**src/rtl/snake_pkg.sv**
```systemverilog
// Shared types and initial-snake constants for the snake game datapath.
package snake_pkg;

    typedef enum logic [1:0] {
        UP    = 2'd0,
        DOWN  = 2'd1,
        LEFT  = 2'd2,
        RIGHT = 2'd3
    } DIRECTION;

    typedef enum logic {
        ST_RUN  = 1'b0,
        ST_DEAD = 1'b1
    } state_t;

    localparam int INIT_LEN = 3;
    localparam int INIT_X   = 4;
    localparam int INIT_Y   = 6;

    // Initial body lies horizontally, head at (INIT_X, INIT_Y) pointing right.
    function automatic int init_x(input int idx);
        return (idx < INIT_LEN) ? (INIT_X - idx) : 0;
    endfunction

    function automatic int init_y(input int idx);
        return (idx < INIT_LEN) ? INIT_Y : 0;
    endfunction

endpackage

```
**src/rtl/snake_next_head.sv**
```systemverilog
// Combinational next-head step with wall detection; no wrap-around.
module snake_next_head
    import snake_pkg::*;
#(
    parameter int GRID_W = 16,
    parameter int GRID_H = 12,
    parameter int XW     = $clog2(GRID_W),
    parameter int YW     = $clog2(GRID_H)
) (
    input  logic [XW-1:0] head_x,
    input  logic [YW-1:0] head_y,
    input  logic [1:0]    direction,
    output logic [XW-1:0] next_x,
    output logic [YW-1:0] next_y,
    output logic          wall_hit
);

    // On a wall hit the head is left unchanged; callers must not use it.
    always_comb begin
        next_x   = head_x;
        next_y   = head_y;
        wall_hit = 1'b0;
        case (direction)
            UP:    if (head_y == '0) wall_hit = 1'b1;
                   else next_y = head_y - YW'(1);
            DOWN:  if (head_y == YW'(GRID_H - 1)) wall_hit = 1'b1;
                   else next_y = head_y + YW'(1);
            LEFT:  if (head_x == '0) wall_hit = 1'b1;
                   else next_x = head_x - XW'(1);
            default: if (head_x == XW'(GRID_W - 1)) wall_hit = 1'b1;
                     else next_x = head_x + XW'(1);
        endcase
    end

endmodule

```
**src/rtl/snake_body_tracker.sv**
```systemverilog
// Snake body register array: advances the head on move ticks, grows on apples,
// and flags wall/self collisions.
//   state   | meaning
//   ST_RUN  | snake moves on each move_tick
//   ST_DEAD | collided; move ticks ignored until restart
module snake_body_tracker
    import snake_pkg::*;
#(
    parameter int GRID_W     = 16,
    parameter int GRID_H     = 12,
    parameter int MAX_LENGTH = 16,
    localparam int XW = $clog2(GRID_W),
    localparam int YW = $clog2(GRID_H),
    localparam int LW = $clog2(MAX_LENGTH + 1)
) (
    input  logic                     clk,
    input  logic                     nrst,
    input  logic                     move_tick,
    input  logic [1:0]               direction,
    input  logic                     restart,
    input  logic [XW-1:0]            apple_x,
    input  logic [YW-1:0]            apple_y,
    output logic [MAX_LENGTH*XW-1:0] body_x,
    output logic [MAX_LENGTH*YW-1:0] body_y,
    output logic [LW-1:0]            length,
    output logic                     ate_apple,
    output logic                     bad_collision,
    output logic                     alive
);

    logic [XW-1:0] seg_x [MAX_LENGTH];
    logic [YW-1:0] seg_y [MAX_LENGTH];
    logic [LW-1:0] len_q;
    state_t        state;

    logic [XW-1:0] next_x;
    logic [YW-1:0] next_y;
    logic          wall_hit;
    logic          grow;
    logic          self_hit;

    snake_next_head #(
        .GRID_W (GRID_W),
        .GRID_H (GRID_H),
        .XW     (XW),
        .YW     (YW)
    ) u_next_head (
        .head_x    (seg_x[0]),
        .head_y    (seg_y[0]),
        .direction (direction),
        .next_x    (next_x),
        .next_y    (next_y),
        .wall_hit  (wall_hit)
    );

    assign grow = !wall_hit && (next_x == apple_x) && (next_y == apple_y);

    // The tail cell is free to enter unless this move grows the snake.
    always_comb begin
        self_hit = 1'b0;
        for (int i = 1; i < MAX_LENGTH; i++) begin
            if ((LW'(i) < len_q) && ((LW'(i) != len_q - LW'(1)) || grow) &&
                (seg_x[i] == next_x) && (seg_y[i] == next_y))
                self_hit = 1'b1;
        end
    end

    always_ff @(posedge clk or negedge nrst) begin
        if (!nrst) begin
            for (int i = 0; i < MAX_LENGTH; i++) begin
                seg_x[i] <= XW'(init_x(i));
                seg_y[i] <= YW'(init_y(i));
            end
            len_q         <= LW'(INIT_LEN);
            state         <= ST_RUN;
            ate_apple     <= 1'b0;
            bad_collision <= 1'b0;
        end else begin
            ate_apple     <= 1'b0;
            bad_collision <= 1'b0;
            if (restart) begin
                for (int i = 0; i < MAX_LENGTH; i++) begin
                    seg_x[i] <= XW'(init_x(i));
                    seg_y[i] <= YW'(init_y(i));
                end
                len_q <= LW'(INIT_LEN);
                state <= ST_RUN;
            end else if (move_tick && (state == ST_RUN)) begin
                if (wall_hit || self_hit) begin
                    bad_collision <= 1'b1;
                    state         <= ST_DEAD;
                end else begin
                    for (int i = MAX_LENGTH - 1; i > 0; i--) begin
                        seg_x[i] <= seg_x[i-1];
                        seg_y[i] <= seg_y[i-1];
                    end
                    seg_x[0] <= next_x;
                    seg_y[0] <= next_y;
                    if (grow) begin
                        ate_apple <= 1'b1;
                        if (len_q != LW'(MAX_LENGTH))
                            len_q <= len_q + LW'(1);
                    end
                end
            end
        end
    end

    for (genvar g = 0; g < MAX_LENGTH; g++) begin : g_pack
        assign body_x[g*XW +: XW] = seg_x[g];
        assign body_y[g*YW +: YW] = seg_y[g];
    end

    assign length = len_q;
    assign alive  = (state == ST_RUN);

endmodule

```
**config.mk**
```make
export PLATFORM = sky130hd
export DESIGN_NAME = snake_body_tracker
export DESIGN_NICKNAME = d
export VERILOG_FILES = /design/src/rtl/snake_pkg.sv /design/src/rtl/snake_next_head.sv /design/src/rtl/snake_body_tracker.sv
export SDC_FILE = /design/constraint.sdc
export NUM_CORES = 1
export LEC_CHECK = 0
export BUFFER_PORTS_ARGS = -buffer_cell sky130_fd_sc_hd__buf_2
export CORE_ASPECT_RATIO = 0.9
export CORE_MARGIN = 1
export CORE_UTILIZATION = 55
export CTS_CLUSTER_DIAMETER = 50
export DETAILED_ROUTE_END_ITERATION = 16
export PLACE_DENSITY = 0.77
export SYNTH_ARGS = -nofsm -noshare
export SYNTH_HDL_FRONTEND = slang
export SYNTH_HIERARCHICAL = 1
export SYNTH_SLANG_ARGS = --single-unit
```
**constraint.sdc**
```tcl
create_clock -name clk -period 4.3 [get_ports clk]
set_input_delay 1.075 -clock clk [delete_from_list [all_inputs] [get_ports clk]]
set_output_delay 1.075 -clock clk [all_outputs]
set_load 0.02 [all_outputs]
```
==> metrics.md, run 1 <==
| Metric | Value |
|---|---|
| Die height | 117 um |
| Max FO, Critical Path | 10 |
| Synth Flop Type | dfrtp_1 |
| Detailed Place HPWL | 17900 um |
| Share of post-route cells with drive strength above 1 | 0.258 |
| Synthesis-stage register bit count | 136 |
| Crit path buffers/inverters | 4 |
| DRC | 0 |
| Total gr overflow | 0 |
| Post-route worst setup slack | 0.150 ns |
| Yosys warns | 6 |
| CP endpoint kind | flip-flop |
| Top delay family on crit path | simple AND/OR/NAND/NOR gates |
| CTS Hold Buffers Added | 0 |
| Post-route cell area | 10200 um^2 |
| Sequential share of the synthesized area | 0.422 |
| Slew headroom | 0.356 |
| Hold_ws | 0.544 ns |
| Final Cycle Share | 0.965 |
| Worst-skew pair later-pin latency | 0.43 ns |
| Avg Cell Area, Syn | 8.57 um^2 |
| Via count | 7738 |
| Dpl cells | 1285 |
| Peak Freq | 241 MHz |
| Syn Nets | 970 |
| All-layer global routing usage | 0.343 |
| CTS tree | yes |
| Synth-to-layout area growth | 26.1% |
| Min Tclk post-route | 4.15 ns |
| CTS Buf Count | 17 |
| Row cnt | 41 |
| First drt pass iteration count | 5 |
| Final Routed Wirelength | 25500 um |
| Number of enable flip-flop cells after synthesis | 0 |
| CTS H-tree depth | 4 |
| CP Class | reg -> reg |
| Post-Syn Area | 8100 um^2 |
| Antenna diode count | 0 |
| Maxcap violations | 0 |
| Static leakage | 4.72 nW |
| Clock Tree Buf Depth | 2 |
| Total power | 0.00371 W |
| First-pass GRT wire length | 39200 um |
| Core Region | 14200 um^2 |
| R2R setup slack | 0.15 ns |
| Clock Skew | 0.00875 ns |
| Mapped Cells | 946 |
| Async SR Flop Fraction | 1.00 |
| Post-synth cell types | 63 |
| Min-Delay Path Class | reg -> reg |
| Vias per cell | 5.84 |
| Pin count of the biggest net entering global routing | 107 |
| Die width | 130 um |
| Vias in the first global route | 7145 |
| Placed inst area | 9430 um^2 |
| Number of routed nets with antenna violations | 0 |
| # IOs | 150 |
| GP Congestion | 0.968 |
| Die footprint | 15200 um^2 |
| Critical Path, Cell by Cell | inv_1 > ha_1 > nor3b_1 > or3_1 > a22oi_2 > buf_6 > buf_12 > xor2_1 > nor4_1 > nand3_1 > a21o_1 > nand4b_1 > nor2b_1 > nand4_1 > buf_4 > o31ai_1 > a21oi_1 |
| Req. time, crit path | 4.56 ns |
| Initial Util | 0.570 |
| Antenna violations before repair | 0 |
| Pre-CTS setup slack | -0.207 ns |
| Initial DRC Count | 746 |
| Startpoint Class | flip-flop |
| PortBufs | 149 |
| Final Max Slew Viols | 0 |
| Drt wl/cell | 19.2 um |
| Crit path DAT | 4.41 ns |
| # clock sinks | 136 |
| Worst-case vdd ir drop | 0.000349 V |
| Status | completed |
| Layout Cells excl Fill | 1325 |
| Final Setup Violations | 0 |
| Clk root buf | clkbuf_16 |
| Worst-path clk slew | 0.06 ns |
| Max incr delay on CP | 0.57 ns |
| Power Dens Cells | 363 nW/um^2 |
| Fin nets | 1143 |
| Final Hold Viols | 0 |
| Slew @ Worst Pin | 0.966 ns |
| Critical Path Slowest Stage Cell | dfstp_2 |
## layout make-up
type / instances / area [um^2]
multi-input cells: 724 / 4290
fillers: 1098 / 3990
flip-flops and latches: 136 / 3420
repair buffers: 227 / 1550
clock buffers: 18 / 439
well taps: 193 / 241
clock inverters: 14 / 235
inverters: 13 / 48.8
## timing repair
| item | CTS | global route |
|---|---|---|
| endpoints found under the setup margin | 0 | 88 |
| setup buffers | 0 | 7 |
| endpoints found under the hold margin | 0 | 0 |
| gates resized for setup | 0 | 10 |
## worst paths after layout
kind | from | endpoint | depth (start not counted)
max reg2reg | body_y[1]$_DFFE_PN1P_ | length[4]$_DFFE_PN0P_ | 17
min in group asynchronous | nrst | body_y[60]$_DFFE_PN0P_ | 1
max in group asynchronous | nrst | body_x[32]$_DFFE_PN0P_ | 2
max | body_y[1]$_DFFE_PN1P_ | length[4]$_DFFE_PN0P_ | 17
min reg2reg | state$_DFFE_PN0P_ | state$_DFFE_PN0P_ | 2
min | state$_DFFE_PN0P_ | state$_DFFE_PN0P_ | 2
## cell families (layout without fill, tap and decap cells)
kind of cell / Yosys count / count (layout) / synth area share
and+or+nand+nor: 385 / 385 / 0.218
AOI/OAI and AO/OA: 186 / 186 / 0.129
DFF: 136 / 136 / 0.422
xor gates and xnor gates: 131 / 131 / 0.142
buffers and inverters: 86 / 272 / 0.0591
muxes: 12 / 12 / 0.0150
adders and majority gates: 10 / 10 / 0.0154
## cells in the mapped netlist (all sizes together), types with 3 or more instances
cell / n / share of area
a21oi: 139 / 0.086
mux2i: 11 / 0.014
and3: 4 / 0.0031
a31oi: 4 / 0.0031
clkbuf: 19 / 0.0088
nand4: 22 / 0.017
o31ai: 4 / 0.0037
nor2b: 7 / 0.0054
dfstp: 12 / 0.039
or3: 5 / 0.0039
or4: 4 / 0.0037
xor2: 74 / 0.080
nor4: 16 / 0.012
xnor2: 57 / 0.062
nor3: 28 / 0.018
nand2: 238 / 0.11
inv: 13 / 0.0060
nand2b: 5 / 0.0039
nand3b: 3 / 0.0028
dfrtp: 124 / 0.38
nand3: 13 / 0.0080
o21ai: 14 / 0.0086
a2bb2oi: 3 / 0.0032
or2: 5 / 0.0042
buf: 54 / 0.044
nor2: 22 / 0.010
ha: 10 / 0.015
## through the flow
stage,utilization,setup TNS [ns]
3_3_place_gp,0.664,-10.47
5_1_grt,0.719,-0.0586
3_5_place_dp,0.664,-16.91
4_1_cts,0.711,0
2_1_floorplan,-,0
6_report,0.719,0
## sequential cells by signal, summed over array words and instances, names as in the netlist
| register | cells |
|---|---|
| bad_collision | 1 |
| body_y | 64 |
| length | 5 |
| ate_apple | 1 |
| body_x | 64 |
| state | 1 |
## cells in the final DEF, fill, tap and decap left out, drive strengths merged, types with 18 or more instances in the layout
master,synthesis,routed
nand4,22,22
nor3,28,28
xnor2,57,57
buf,54,227
dfrtp,124,124
inv,13,19
a21oi,139,139
nor2,22,22
nand2,238,238
clkbuf,19,18
xor2,74,74
## metal layers
metal	global-route usage	share of wire
met2	0.525	0.46
met5	0	0
met4	0.123	0.025
met1	0.489	0.44
met3	0.0636	0.077
## worst min-delay path: stages (launching register included)
cell and delay (ns):
dfrtp_1 0.38, inv_1 0.07, a21oi_1 0.06
## report_power, final
part | internal (W) | leakage (nW) | switching (W)
Clock | 0.00106 | 0.327 | 0.000603
Combinational | 0.000290 | 2.54 | 0.000427
Sequential | 0.00130 | 1.85 | 0.0000270
Total | 0.00266 | 4.72 | 0.00106
(Power assumes the default switching activity.)
==> run 2, diff against run 1 <==
CORE_UTILIZATION = 51   (was 55)
PLACE_DENSITY = 0.75   (was 0.77)
clock period = 3.7 ns   (was 4.3 ns; I/O delays follow)
==> run 2 against run 1 <==
  * Utilization rose by 1.4 points
  * Critical path depth rose by 1
  * Clock power rose by 13%
  * Sequential share of layout area fell by 3.3 points
  * Die area rose by 7.7%
  * Final cell count rose by 5.2%
  * First-iteration DRC count rose by 15%
  * Setup slack got worse by 0.26 ns
  * Critical endpoint is now body_y[40]$_DFFE_PN0P_
  * Non-clock buffer count rose by 61
  * Clock-buffer cell count rose by 3
  * Hold slack got worse by 0.032 ns
  * The flow now finishes with violations (setup timing)
==> metrics.md, run 2 (synthesis results as in run 1) <==
| Metric | Value |
|---|---|
| First-pass GRT wire length | 42800 um (+9.1%) |
| Cell mode on critical path | buf_4 |
| Antenna diode count | 0 (unchanged) |
| Static leakage | 5.21 nW (+10%) |
| Initial Util | 0.523 (-0.0473) |
| Max incr delay on CP | 0.57 ns (about the same) |
| Vias per cell | 6.02 (+3.1%) |
| Final Cycle Share | 1.03 (+0.0659) |
| CP Class | reg -> reg |
| Critical Path, Cell by Cell | buf_4 > buf_4 > o41ai_1 > o21ai_4 > buf_4 > xor2_1 > nor3_2 > nand3_2 > buf_2 > a31oi_2 > inv_1 > and4_1 > nand4_1 > buf_6 > buf_12 > buf_8 > nand2_1 > a21oi_1 |
| Number of routed nets with antenna violations | 0 (unchanged) |
| Unrepaired setup endpoints after global routing | yes |
| Worst-path clk slew | 0.06 ns (about the same) |
| Status | finished, violations left |
| Die footprint | 16400 um^2 (+7.7%) |
| All-layer global routing usage | 0.347 (+0.00325) |
| Final Setup Violations | 119 (+119) |
| Die height | 122 um (+3.8%) |
| Antenna violations before repair | 0 (unchanged) |
| Row cnt | 43 (+4.9%) |
| Synth-to-layout area growth | 40.1% |
| Clk root buf | clkbuf_16 |
| Crit path depth | 18 (+1) |
| Post-route worst setup slack | -0.114 ns (-0.265 ns) |
| Min-Delay Path Class | in -> async |
| Via count | 8391 (+8.4%) |
| Worst-case vdd ir drop | 0.000361 V (+3.4%) |
| Req. time, crit path | 4.05 ns (-0.51 ns) |
| CTS Hold Buffers Added | 0 (unchanged) |
| Number of fill cells | 1121 (+2.1%) |
| Slew @ Worst Pin | 0.731 ns (-0.235 ns) |
| Top delay family on crit path | buffers and inverters |
| Dpl cells | 1323 (+3.0%) |
| Power Dens Cells | 400 nW/um^2 (+10%) |
| Clock Skew | 0.0127 ns (+0.00395 ns) |
| Most frequent cells in the layout | nand2_1 (231), buf_2 (147), a21oi_1 (128) |
| Fin nets | 1204 (+5.3%) |
| CTS H-tree depth | 4 (unchanged) |
| CTS tree | yes |
| Initial DRC Count | 855 (+15%) |
| Final Hold Viols | 0 (unchanged) |
| Final Max Slew Viols | 0 (unchanged) |
| Max FO, Critical Path | 13 (+3) |
| PortBufs | 149 (unchanged) |
| Worst reg2reg path depth | 18 (+1) |
| Maxcap violations | 0 (unchanged) |
| Die width | 135 um (+3.8%) |
| # IOs | 150 (unchanged) |
| Critical Path Slowest Stage Cell | o41ai_1 |
| Detailed Place HPWL | 18900 um (+5.4%) |
| Crit path buffers/inverters | 8 (+4) |
| Vias in the first global route | 7605 (+6.4%) |
| Final Routed Wirelength | 29300 um (+15%) |
| First drt pass iteration count | 6 (+1) |
| Worst-skew pair later-pin latency | 0.44 ns (about the same) |
| Failing checks | setup timing |
| Layout Utilization | 0.733 (+0.0137) |
| Peak Freq | 262 MHz (+8.8%) |
| Commonest non-fill, non-tap cell in the layout | nand2_1 |
| Min Tclk post-route | 3.81 ns (-0.335 ns) |
| Pre-CTS setup slack | -0.615 ns (-0.409 ns) |
| DRC | 0 (unchanged) |
| Total gr overflow | 0 (unchanged) |
| Final TNS setup | -4.33 ns (-4.33 ns) |
| CTS Buf Count | 17 (unchanged) |
| Slew headroom | 0.513 (+0.157) |
| Layout Cells excl Fill | 1394 (+5.2%) |
| Drt wl/cell | 21.1 um (+9.5%) |
| Clock Tree Buf Depth | 2 (unchanged) |
| Share of post-route cells with drive strength above 1 | 0.345 (+0.0868) |
| Core Region | 15500 um^2 (+9.0%) |
| Crit path DAT | 4.17 ns (-0.24 ns) |
| # clock sinks | 136 (unchanged) |
| Startpoint Class | flip-flop |
| Pin count of the biggest net entering global routing | 78 (-27%) |
| GP Congestion | 0.939 (-3.0%) |
| CP endpoint kind | flip-flop |
[run 2: changes by cell type in the layout (fill, tap and decap cells not counted), moves of 6 or more]
cell	change
a21oi_1	-10
nor3_1	-10
nand2_2	+6
nor3_2	+9
buf_12	+6
buf_4	+33
xor2_1	-6
clkbuf_16	+7
xor2_2	+6
nand2_1	-7
a21oi_2	+9
buf_6	+6
[run 2: path summary, 6_finish.rpt]
kind,startpoint,end,slack [ns]
max in group asynchronous,nrst,body_y[45]$_DFFE_PN0P_,2.37
min reg2reg,state$_DFFE_PN0P_,state$_DFFE_PN0P_,0.54
max,body_x[2]$_DFFE_PN1P_,body_y[40]$_DFFE_PN0P_,-0.11
max reg2reg,body_x[2]$_DFFE_PN1P_,body_y[40]$_DFFE_PN0P_,-0.11
min,nrst,body_y[62]$_DFFE_PN0P_,0.51
min in group clk,state$_DFFE_PN0P_,state$_DFFE_PN0P_,0.54
[run 2: layout make-up]
class / instances / area (um^2) / area share
Multi-Input combinational cell: 724 / 4640 / 0.409
Tap cell: 202 / 253 / 0.0223
Clock inverter: 10 / 165 / 0.0145
Clock buffer: 21 / 480 / 0.0423
Timing Repair Buffer: 288 / 2340 / 0.206
Inverter: 13 / 48.8 / 0.00430
Sequential cell: 136 / 3420 / 0.301
[run 2: routing by layer]
layer / vias up / routed length [um] / GRT usage
li1: 3666 / - / -
met1: 4107 / 12000 / 0.488
met2: 539 / 13400 / 0.524
met3: 79 / 3100 / 0.0803
met4: 0 / 861 / 0.120
met5: - / 0 / 0
[run 2: where the power goes]
part           leakage (nW)  switching (W)  internal, W
Clock                 0.308       0.000683      0.00120
Sequential             1.85      0.0000385      0.00151
Combinational          3.06       0.000598     0.000512
[run 2: worst reg2reg max path, stage by stage, from the launching register on]
cell and delay [ns]:
dfstp_2 0.42, buf_4 0.17, buf_4 0.13, o41ai_1 0.57, o21ai_4 0.17, buf_4 0.18, xor2_1 0.16, nor3_2 0.22
nand3_2 0.16, buf_2 0.21, a31oi_2 0.23, inv_1 0.06, and4_1 0.22, nand4_1 0.10, buf_6 0.15, buf_12 0.16
buf_8 0.16, nand2_1 0.08, a21oi_1 0.19
[run 2: repair_timing]
| action | in CTS | in global routing |
|---|---|---|
| gates resized for setup | 49 | 57 |
| gates cloned | 5 | 9 |
| endpoints found under the setup margin | 134 | 134 |
| buffers inserted | 22 | 5 |
| pin swaps | 23 | 16 |
| endpoints found under the hold margin | 0 | 0 |
[run 2: through the flow]
stage / power [W] / area [um^2] / hold slack [ns]
2_1_floorplan: 0.00207 / 8120 / 0.551
3_3_place_gp: 0.00242 / 9720 / 0.515
3_5_place_dp: 0.00242 / 9720 / 0.531
4_1_cts: 0.00441 / 10900 / 0.546
5_1_grt: 0.00467 / 11400 / 0.568
6_report: 0.00454 / 11400 / 0.512
==> run 3, diff against run 2 <==
CORE_UTILIZATION = 45   (was 51)
PLACE_DENSITY = 0.67   (was 0.75)
==> run 3 against run 2 <==
  * The run still ends with setup timing left
  * First-iteration DRC count decreased by 7.3%
  * Non-clock buffer count rose by 22
  * Design area rose by 7.9%
  * Via count decreased by 0.81%
  * Clock skew is 0.0023 ns lower
  * Die area up 13%
  * Maximum frequency is 4.2% lower
  * Sequential share of layout area fell by 2.2 points
  * Critical path depth rose by 2
  * Utilization down 3.7 points
  * Hold slack worse by 0.016 ns
  * Global-route usage decreased by 3.4 points
  * Highest routed layer unchanged
==> metrics.md, run 3 (synthesis results as in run 1) <==
| Metric | Value |
|---|---|
| Status | finished, violations left |
| Failing checks | setup timing |
| Total gr overflow | 0 (unchanged) |
| Die height | 129 um (+6.3%) |
| CP Class | reg -> reg |
| Most frequent cells in the layout | nand2_1 (158), buf_2 (148), dfrtp_1 (124) |
| Max incr delay on CP | 0.55 ns (-0.02 ns) |
| Core Region | 17600 um^2 (+14%) |
| Total power | 0.00437 W (-3.8%) |
| CTS tree | yes |
| Final Hold Viols | 0 (unchanged) |
| Pin count of the biggest net entering global routing | 77 (-1.3%) |
| Slew headroom | 0.459 (-0.0539) |
| Detailed Place HPWL | 19000 um (+0.78%) |
| Reg area | 3420 um^2 (about the same) |
| DRC | 0 (unchanged) |
| Maxcap violations | 0 (unchanged) |
| Die footprint | 18500 um^2 (+13%) |
| Startpoint Class | flip-flop |
| Antenna violations before repair | 0 (unchanged) |
| First drt pass iteration count | 6 (unchanged) |
| Row cnt | 46 (+7.0%) |
| Worst-path clk slew | 0.06 ns (about the same) |
| Slew @ Worst Pin | 0.812 ns (+0.0808 ns) |
| Min Tclk post-route | 3.98 ns (+0.169 ns) |
| Initial DRC Count | 793 (-7.3%) |
| Share of post-route cells with drive strength above 1 | 0.476 (+0.131) |
| Final TNS setup | -23.18 ns (-18.86 ns) |
| Final Routed Wirelength | 30100 um (+2.4%) |
| CTS Buf Count | 17 (unchanged) |
| CTS H-tree depth | 4 (unchanged) |
| Placed inst area | 9710 um^2 (-0.10%) |
| Req. time, crit path | 4.06 ns (about the same) |
| Cell mode on critical path | buf_12 |
| Worst-skew pair later-pin latency | 0.44 ns (about the same) |
| Layout Utilization | 0.695 (-0.0372) |
| Min-Delay Path Class | in -> async |
| Max FO, Critical Path | 8 (-5) |
| Vias per cell | 5.72 (-5.0%) |
| Number of routed nets with antenna violations | 0 (unchanged) |
| # clock sinks | 136 (unchanged) |
| Multi-input combinational cell area | 5380 um^2 (+16%) |
| Critical Path, Cell by Cell | inv_2 > ha_4 > nor3b_4 > or3b_1 > a22oi_2 > buf_4 > buf_8 > buf_6 > xor2_1 > nor4_1 > nand3_1 > a21o_1 > and4_1 > nand4_1 > buf_4 > buf_12 > buf_12 > buf_12 > nand2_4 > a21oi_2 |
| Vias in the first global route | 7666 (+0.80%) |
| Clk root buf | clkbuf_16 |
| Via count | 8323 (-0.81%) |
| Clock Skew | 0.0104 ns (-0.00229 ns) |
| Fin nets | 1226 (+1.8%) |
| Final Max Slew Viols | 0 (unchanged) |
| PortBufs | 149 (unchanged) |
| Peak Freq | 251 MHz (-4.2%) |
| Number of fill cells | 1309 (+17%) |
| Worst-case vdd ir drop | 0.000324 V (-10%) |
| Die width | 143 um (+6.4%) |
| Commonest non-fill, non-tap cell in the layout | nand2_1 |
| Antenna diode count | 0 (unchanged) |
| First-pass GRT wire length | 43700 um (+2.2%) |
| Clock Tree Buf Depth | 2 (unchanged) |
| Final Cycle Share | 1.08 (+0.0456) |
| CP endpoint kind | flip-flop |
| Power Dens Cells | 357 nW/um^2 (-11%) |
| Drt wl/cell | 20.7 um (-1.9%) |
| Dpl cells | 1360 (+2.8%) |
| Initial Util | 0.460 (-0.0629) |
| Crit path DAT | 4.34 ns (+0.17 ns) |
| All-layer global routing usage | 0.313 (-0.0337) |
| Post-route worst setup slack | -0.283 ns (-0.169 ns) |
| Final Setup Violations | 129 (+8.4%) |
| Layout Cells excl Fill | 1455 (+4.4%) |
| Static leakage | 5.62 nW (+7.8%) |
| Post-route cell area | 12200 um^2 (+7.9%) |
| # IOs | 150 (unchanged) |
| Critical Path Slowest Stage Cell | dfstp_2 |
| Unrepaired setup endpoints after global routing | yes |
| GP Congestion | 0.928 (-1.2%) |
| Synth-to-layout area growth | 51.2% |
-- run 3: cell types whose count changed in the layout (fill, tap and decap cells not counted), moves of 6 or more --
cell / before / now
buf_6: 12 / 25
nand2_4: 1 / 58
a21oi_2: 10 / 76
nor4_2: 5 / 11
nand2_1: 231 / 158
a21oi_1: 128 / 63
nand2_2: 6 / 22
buf_4: 92 / 99
-- run 3: final timing paths --
path | from | end | slack, ns | cells after the start
worst max-delay path | body_y[1]$_DFFE_PN1P_ | body_y[38]$_DFFE_PN0P_ | -0.28 | 20
worst min-delay path | nrst | body_y[62]$_DFFE_PN0P_ | 0.50 | 1
worst max register to register | body_y[1]$_DFFE_PN1P_ | body_y[38]$_DFFE_PN0P_ | -0.28 | 20
worst min register to register | state$_DFFE_PN0P_ | state$_DFFE_PN0P_ | 0.55 | 2
max in group asynchronous | nrst | body_x[28]$_DFFE_PN0P_ | 2.37 | 2
min in group clk | state$_DFFE_PN0P_ | state$_DFFE_PN0P_ | 0.55 | 2
-- run 3: layout make-up --
type | instances | share of cell area
Inverter | 13 | 0.00398
Clock buffer | 20 | 0.0373
Timing Repair Buffer | 310 | 0.208
Clock inverter | 12 | 0.00766
Tap cell | 240 | 0.0245
Multi-Input combinational cell | 724 | 0.439
Sequential cell | 136 | 0.279
-- run 3: where the power goes --
part | internal (W) | switching (W) | total [W]
logic | 0.000555 | 0.000648 | 0.00120
clock network | 0.000899 | 0.000720 | 0.00162
registers | 0.00151 | 0.0000359 | 0.00155
total | 0.00297 | 0.00140 | 0.00437
-- run 3: what timing repair did --
action	in CTS	in global routing
setup buffers	33	30
gates cloned	5	7
hold buffers	0	0
setup endpoints to repair	135	135
hold endpoints to repair	0	0
resized for setup	154	189
pin swaps	90	66
-- run 3: metrics by stage --
stage                     setup WS (ns)  hold slack (ns)
final                            -0.283            0.495
after global routing             -0.448            0.546
after CTS                        -0.166            0.526
after detailed placement         -0.729            0.538
after global placement           -0.667            0.523
after floorplan                  0.0278            0.551
-- run 3: routing by layer --
metal / global-route usage / up-vias / share of wire
li1: - / 3710 / -
met1: 0.442 / 4190 / 0.43
met2: 0.484 / 363 / 0.48
met3: 0.0562 / 60 / 0.061
met4: 0.107 / 0 / 0.029
met5: 0 / - / 0
-- run 3: worst max-delay path: cells and delay by family, from the launching register on --
kind / cells / cell delay (ns)
and+or+nand+nor: 7 / 1.53
buffers and inverters: 8 / 1.03
AOI/OAI and AO/OA: 3 / 0.56
DFF: 1 / 0.55
adders and majority gates: 1 / 0.16
xor gates and xnor gates: 1 / 0.07
